## src/rtl/scan_signature_analyzer.sv

```systemverilog
// ---------------------------------------------------------------------------
// scan_signature_analyzer
//
// Serial-input signature register (SISR) placed after a scan-based circuit
// under test. Each pattern window compresses SHIFT_LEN scan-out bits. After
// NUM_PATTERNS windows the signature is compared against GOLDEN.
//
// Ports
//   CLK      in   clock, rising edge
//   RST      in   synchronous active-high reset
//   START    in   one-cycle pulse; begins a session from IDLE or DONE
//   SE       in   scan enable shared with the CUT (1 = shift, 0 = capture)
//   SI       in   serial response bit from the CUT scan-out
//   BUSY     out  session in progress (ARMED/SHIFT/WAIT_CAP/COMPARE)
//   DONE     out  session finished; held until START or RST
//   PASS     out  valid while DONE: signature matched and no window error
//   ERR      out  sticky short-window error
//   SIG      out  current signature
//   PAT_CNT  out  number of completed windows
// ---------------------------------------------------------------------------
module scan_signature_analyzer #(
  parameter int unsigned           SIG_WIDTH    = 16,
  parameter logic [SIG_WIDTH-1:0]  POLY         = 16'h1021,
  parameter logic [SIG_WIDTH-1:0]  SEED         = 16'h0000,
  parameter int unsigned           SHIFT_LEN    = 60,
  parameter int unsigned           NUM_PATTERNS = 4,
  parameter logic [SIG_WIDTH-1:0]  GOLDEN       = 16'h0000,
  localparam int unsigned          PCW          = $clog2(NUM_PATTERNS + 1),
  localparam int unsigned          BCW          = $clog2(SHIFT_LEN + 1)
) (
  input  logic                 CLK,
  input  logic                 RST,
  input  logic                 START,
  input  logic                 SE,
  input  logic                 SI,
  output logic                 BUSY,
  output logic                 DONE,
  output logic                 PASS,
  output logic                 ERR,
  output logic [SIG_WIDTH-1:0] SIG,
  output logic [PCW-1:0]       PAT_CNT
);

  localparam logic [2:0] ST_IDLE     = 3'd0;
  localparam logic [2:0] ST_ARMED    = 3'd1;
  localparam logic [2:0] ST_SHIFT    = 3'd2;
  localparam logic [2:0] ST_WAIT_CAP = 3'd3;
  localparam logic [2:0] ST_COMPARE  = 3'd4;
  localparam logic [2:0] ST_DONE     = 3'd5;

  localparam logic [BCW-1:0] LAST_BIT = BCW'(SHIFT_LEN - 1);
  localparam logic [PCW-1:0] LAST_PAT = PCW'(NUM_PATTERNS);

  logic [2:0]           state_q, state_d;
  logic [SIG_WIDTH-1:0] sig_q, sig_d;
  logic [BCW-1:0]       bit_cnt_q, bit_cnt_d;
  logic [PCW-1:0]       pat_cnt_q, pat_cnt_d;
  logic                 err_q, err_d;
  logic                 pass_q, pass_d;

  logic                 fb;
  logic [SIG_WIDTH-1:0] sig_step;
  logic [PCW-1:0]       pat_inc;

  // Galois-style SISR step: feedback is the outgoing MSB mixed with the input.
  assign fb       = sig_q[SIG_WIDTH-1] ^ SI;
  assign sig_step = {sig_q[SIG_WIDTH-2:0], 1'b0} ^ (fb ? POLY : '0);
  assign pat_inc  = pat_cnt_q + PCW'(1);

  always_comb begin
    state_d   = state_q;
    sig_d     = sig_q;
    bit_cnt_d = bit_cnt_q;
    pat_cnt_d = pat_cnt_q;
    err_d     = err_q;
    pass_d    = pass_q;
    case (state_q)
      ST_IDLE, ST_DONE: begin
        if (START) begin
          state_d   = ST_ARMED;
          sig_d     = SEED;
          bit_cnt_d = '0;
          pat_cnt_d = '0;
          err_d     = 1'b0;
          pass_d    = 1'b0;
        end
      end
      // Flush data shifted before the first capture is not part of any window.
      ST_ARMED: begin
        if (!SE) begin
          state_d   = ST_SHIFT;
          bit_cnt_d = '0;
        end
      end
      ST_SHIFT: begin
        if (SE) begin
          sig_d     = sig_step;
          bit_cnt_d = bit_cnt_q + BCW'(1);
          if (bit_cnt_q == LAST_BIT) begin
            pat_cnt_d = pat_inc;
            state_d   = (pat_inc == LAST_PAT) ? ST_COMPARE : ST_WAIT_CAP;
          end
        end else begin
          // Capture arrived before the window was full.
          err_d   = 1'b1;
          state_d = ST_COMPARE;
        end
      end
      // Surplus shift cycles between windows are not compressed.
      ST_WAIT_CAP: begin
        if (!SE) begin
          state_d   = ST_SHIFT;
          bit_cnt_d = '0;
        end
      end
      ST_COMPARE: begin
        state_d = ST_DONE;
        pass_d  = (sig_q == GOLDEN) && !err_q;
      end
      default: state_d = ST_IDLE;
    endcase
  end

  always_ff @(posedge CLK) begin
    if (RST) begin
      state_q   <= ST_IDLE;
      sig_q     <= SEED;
      bit_cnt_q <= '0;
      pat_cnt_q <= '0;
      err_q     <= 1'b0;
      pass_q    <= 1'b0;
    end else begin
      state_q   <= state_d;
      sig_q     <= sig_d;
      bit_cnt_q <= bit_cnt_d;
      pat_cnt_q <= pat_cnt_d;
      err_q     <= err_d;
      pass_q    <= pass_d;
    end
  end

  assign BUSY    = (state_q == ST_ARMED) || (state_q == ST_SHIFT) ||
                   (state_q == ST_WAIT_CAP) || (state_q == ST_COMPARE);
  assign DONE    = (state_q == ST_DONE);
  assign PASS    = pass_q;
  assign ERR     = err_q;
  assign SIG     = sig_q;
  assign PAT_CNT = pat_cnt_q;

endmodule

```

## config.mk

```make
export PLATFORM = sky130hd
export DESIGN_NAME = scan_signature_analyzer
export DESIGN_NICKNAME = d
export VERILOG_FILES = /design/src/rtl/scan_signature_analyzer.sv
export SDC_FILE = /design/constraint.sdc
export NUM_CORES = 1
export LEC_CHECK = 0
export CAP_MARGIN = 20
export CORE_UTILIZATION = 51
export CTS_CLUSTER_DIAMETER = 60
export CTS_CLUSTER_SIZE = 25
export DETAILED_ROUTE_END_ITERATION = 16
export GPL_ROUTABILITY_DRIVEN = 0
export PLACE_DENSITY = 0.8
export SLEW_MARGIN = 20
export SYNTH_ARGS = -nofsm -noshare
export SYNTH_HDL_FRONTEND = slang
export SYNTH_SLANG_ARGS = --single-unit
```

## constraint.sdc

```tcl
create_clock -name CLK -period 1.9 [get_ports CLK]
set_clock_uncertainty 0.05 [all_clocks]
set_input_delay 0.38 -clock CLK [delete_from_list [all_inputs] [get_ports CLK]]
set_output_delay 0.38 -clock CLK [all_outputs]
set_load 0.05 [all_outputs]
```

Word level (Yosys, flattened, before mapping)
Cells that the tools add are included.

word-level totals
  register bits after elaboration = 30
  output and inout bits = 23

operators by class
  add/subtract/negate cells = 2
  equality and inequality tests = 13
  mux-type cells = 22
  bitwise gates (word level) = 2
  reductions and logical operators = 18

operators by type and width
  cell                                           number
  two-way mux 16 bit                             2
  one-hot mux 16 bit (2 select lines)            1
  two-way mux 3 bit                              8
  two-way mux 6 bit                              3
  one-hot mux 6 bit (3 select lines)             1
  zero test 16 bit                               1
  XOR 16 x 13 -> 16 bit                          1
  two-way mux 13 bit                             1
  one-hot mux 3 bit (4 select lines)             1
  inequality test 2 bit, second input constant   5
  == test 3 bit, second input constant           3
  AND reduction 3 bit                            3
  AND reduction 4 bit                            2
  adder 6 x 1 -> 6 bit, second input constant    1
  == test 3 x 2 -> 1 bit, second input constant  2
  == test 6 bit, second input constant           1
  one-hot mux 3 bit (2 select lines)             1
  one-hot mux 1 bit (2 select lines)             2
  nonzero test 2 bit                             2
  OR reduction 2 bit                             2
  adder 3 x 1 -> 3 bit, second input constant    1
  == test 3 x 1 -> 1 bit, second input constant  1
  zero test 3 bit                                1
  logical OR 1 bit                               3
  other kinds (7)                                8

Logic depth before layout (Yosys ltp)
  depth after elaboration = 6
  gate-level depth with buffers = 7

Least setup slack after synthesis
Ideal clock, no wire load.

  kind = register to output
  start = register state_q[1]
  end = output port BUSY
  arrival time = 1.483 ns
  data required time = 1.470 ns
  path slack = -0.013 ns
  cell stages (with the launch flop) = 4
  buffers on the path = 1
  path through = dfxtp_1 > buf_6 > or2_2 > xor2_1

between the ends
  longest elaborated chain between the ends = 4
  elaborated cells on any way between the ends = 7
  those cells by class = eq/ne (4); reduce/logical (3)

RTL lines
  what                                                              line  source
  start: declaration                                                54    logic [2:0] state_q, state_d;
  start signal: assignment                                          133   state_q <= state_d;
  == test 3 x 1 -> 1 bit or == test 3 x 2 -> 1 bit (tied branches)  142   assign BUSY = (state_q == ST_ARMED) || (state_q == ST_SHIFT) ||
  logical OR 1 bit (2 in a row)                                     142
  logical OR 1 bit (*)                                              143   (state_q == ST_WAIT_CAP) || (state_q == ST_COMPARE);
  end: declaration                                                  36    output logic BUSY,

Mark *: on every way between the ends. The rest lies on a longest branch, timed or not.

Worst setup path in the final report
  start = register state_q[2]
  end = output port DONE

between the ends
  longest elaborated chain between the ends = 1

RTL lines
  what              line  source
  == test 3 bit     144   assign DONE = (state_q == ST_DONE);
  end: declaration  37    output logic DONE,

Every way passes these cells.

==> results.sh <==
export IMPL_final_seq_area_um2=609.3
export IMPL_hold_slack_ps=436.1
export IMPL_cts_tree="built"
export IMPL_dp_hpwl_mm=2.588
export IMPL_cts_sinks=30
export IMPL_start_util=0.5394
export IMPL_final_nets=222
export IMPL_n_fill_cell=219
export IMPL_period_needed_ps=1777
export IMPL_final_util=0.7031
export IMPL_setup_viol=0
export IMPL_grt_usage=0.2466
export IMPL_avgRoutedWirePerCell_um=14.93
export IMPL_arrival_ps=1350
export IMPL_postSynthCellCount=175
export IMPL_die_w_um=56.24
export IMPL_p_leak_nw=0.7964
export IMPL_wl_mm=3.659
export IMPL_drv_cap=0
export IMPL_antenna_found_initial=0
export IMPL_path_clk_slew_ps=90
export IMPL_power_density_nw_per_um2=833.7
export IMPL_grt_start_max_net_pins=15
export IMPL_die_h_um=56.24
export IMPL_outcome="completed"
export IMPL_worst_pin_slew_ps=361.8
export IMPL_dp_slack_ps=-64.78
export IMPL_route_antenna_remaining_nets=0
export IMPL_vias_per_cell=5.988
export IMPL_r2r_setup_slack_ps=290
export IMPL_die_area_um2=3162
export IMPL_multi_input_area_um2=832.0
export IMPL_cts_buffers=5
export IMPL_htree_levels=2
export IMPL_grt_first_pass_wirelength_mm=6.092
export IMPL_area_growth_pct=30.36
export IMPL_clockBufferDepth=2
export IMPL_insertion_delay_ps=320
export IMPL_period_share=0.9351
export IMPL_syn_mean_instance_area_um2=8.573
export IMPL_row_count=19
export IMPL_crit_path_max_fanout=14
export IMPL_endpoint_kind="output port"
export IMPL_ys_warn_count=0
export IMPL_worst_slew_margin_rel=0.7566
export IMPL_dr_total_vias=1467
export IMPL_ys_ff_latch=30
export IMPL_holdCritStartpoint="PASS"
export IMPL_r2r_end="SIG[10]"
export IMPL_worstSetupPathType="flip-flop to output port"
export IMPL_timing_final_ws_setup_ps=123.3
export IMPL_irDropWorstVdd_mv=0.7910
export IMPL_worstHoldPathCells=2
export IMPL_worstPathRequired_ps=1470
export IMPL_drt_iter0_drc=73
export IMPL_max_freq_mhz=562.8
export IMPL_netlist_cell_type_count=43
export IMPL_final_max_slew_viol_count=0
export IMPL_rsz0062_at_grt="no"
export IMPL_drc=0
export IMPL_syn_cell_area_um2=1500
export IMPL_yosysSeqAreaShare=0.4003
export IMPL_final_layout_size_suffix_gt1_frac=0.2664
export IMPL_reg2reg_from="state_q[1]"
export IMPL_r2r_cells=6
export IMPL_synth_nets=183
export IMPL_hold_end="PASS"
export IMPL_ios=28
export IMPL_coreArea_um2=2781
export IMPL_grt_remaining_overflow=0
export IMPL_cts_root_buf="clkbuf_4"
export IMPL_min_path_type="flip-flop to flip-flop"
export IMPL_first_global_vias=1335
export IMPL_start_kind="flip-flop"
export IMPL_port_buffers=27
export IMPL_hold_viol_final=0
export IMPL_num_antenna_cells=0
export IMPL_drt_pass1_iter_count=5
[worst max-delay path by stage]
| stage | slack [ps] | cells past startpoint | end | from |
|---|---|---|---|---|
| 2_1_floorplan | 200 | 5 | state_q[2] | PAT_CNT[0] |
| 3_3_place_gp | -10 | 6 | PAT_CNT[0] | START |
| 3_5_place_dp | -60 | 6 | state_q[0] | SE |
| 4_1_cts | 8 | 3 | DONE | state_q[1] |
| 5_1_grt | 20 | 3 | DONE | state_q[2] |
| 6_report | 120 | 3 | DONE | state_q[2] |
[cell usage after synthesis, drive strengths merged]
cell type  instances  area share
a211oi             1      0.0050
a21bo              1      0.0067
a21o               1      0.0050
a21oi             13       0.043
a22oi             14       0.073
a311oi             5       0.029
a31oi              2      0.0083
a41oi              2       0.012
and2               4       0.017
and2b              1      0.0050
and3b              1      0.0067
and4b              1      0.0067
and4bb             1      0.0083
buf                6       0.032
clkbuf             5       0.013
dfxtp             30        0.40
ha                 3       0.025
inv                3      0.0075
mux2               1      0.0075
nand2             11       0.028
nand2b             2      0.0083
nand3              5       0.017
nand4              1      0.0042
nand4b             2       0.012
nor2              21       0.053
nor2b              2      0.0083
nor3               2      0.0067
nor3b              3       0.015
nor4               4       0.017
o211a              1      0.0067
o21a               2       0.010
o21ai             10       0.033
o22ai              1      0.0042
o32ai              1      0.0058
or2                2      0.0083
or3                4       0.017
or3b               1      0.0075
xnor2              1      0.0058
xor2               4       0.023
[routing by layer]
layer	GRT usage	routed length, um
met1	0.3119	1606
met2	0.4099	1797
met3	0.05581	193
met4	0.09059	62
met5	0	0
[cell type report]
| cell class | instances | area share |
|---|---|---|
| inverters | 3 | 0.005758 |
| flip-flops and latches | 30 | 0.3116 |
| multi-input cells | 131 | 0.4255 |
| well taps | 31 | 0.01983 |
| clock buffers | 6 | 0.02623 |
| repair buffers | 43 | 0.1958 |
| clock inverters | 1 | 0.01536 |
[layout by cell type (no fill, tap or decap), types with 5 or more instances in the layout]
| master | n |
|---|---|
| nor2_1 | 21 |
| a22oi_1 | 13 |
| a311oi_1 | 5 |
| a21oi_1 | 13 |
| dfxtp_1 | 27 |
| o21ai_0 | 10 |
| clkbuf_4 | 5 |
| nand3_1 | 5 |
| buf_4 | 35 |
| nand2_1 | 11 |
[worst max-delay path: stages (launching register included)]
cell and delay (ps):
dfxtp_2 450, and2b_1 230, and2_1 190, buf_12 140
[what timing repair did]
item                       CTS  global route
gates resized for setup      2             4
hold buffers                 0             0
setup endpoints to repair    2             2
setup buffers                0             3
pin swaps                    0             1
[cell families after synthesis]
logic type,synth area share
flip-flops,0.4003
buffers and inverters,0.05171
XOR/XNOR,0.02919
AO/OA/AOI/OAI,0.2427
adder cells (fa/ha/maj),0.02502
AND/OR/NAND/NOR,0.2435
multiplexers,0.007506
[flip-flops by register name, summed over array words and instances (netlist names)]
name	flops
state_q	3
PASS	1
ERR	1
bit_cnt_q	6
SIG	16
PAT_CNT	3
[stage by stage]
stage               std cells  total power, mW  cell area (um2)  TNS (ps)
floorplan                 175           0.9482             1508         0
global placement          235            1.078             1841    -17.13
detailed placement        235            1.089             1841    -703.5
CTS                       242            1.610             1924         0
global route              245            1.713             1956         0
finish                    245            1.630             1956         0
[report_power, final]
part | switching [mW] | leakage [nW] | total (mW) | internal, mW
Combinational | 0.232 | 0.508 | 0.436 | 0.205
Clock | 0.212 | 0.0443 | 0.518 | 0.306
Sequential | 0.0277 | 0.244 | 0.676 | 0.649
Total | 0.471 | 0.796 | 1.63 | 1.16
Power figures use the tool's default switching activity.
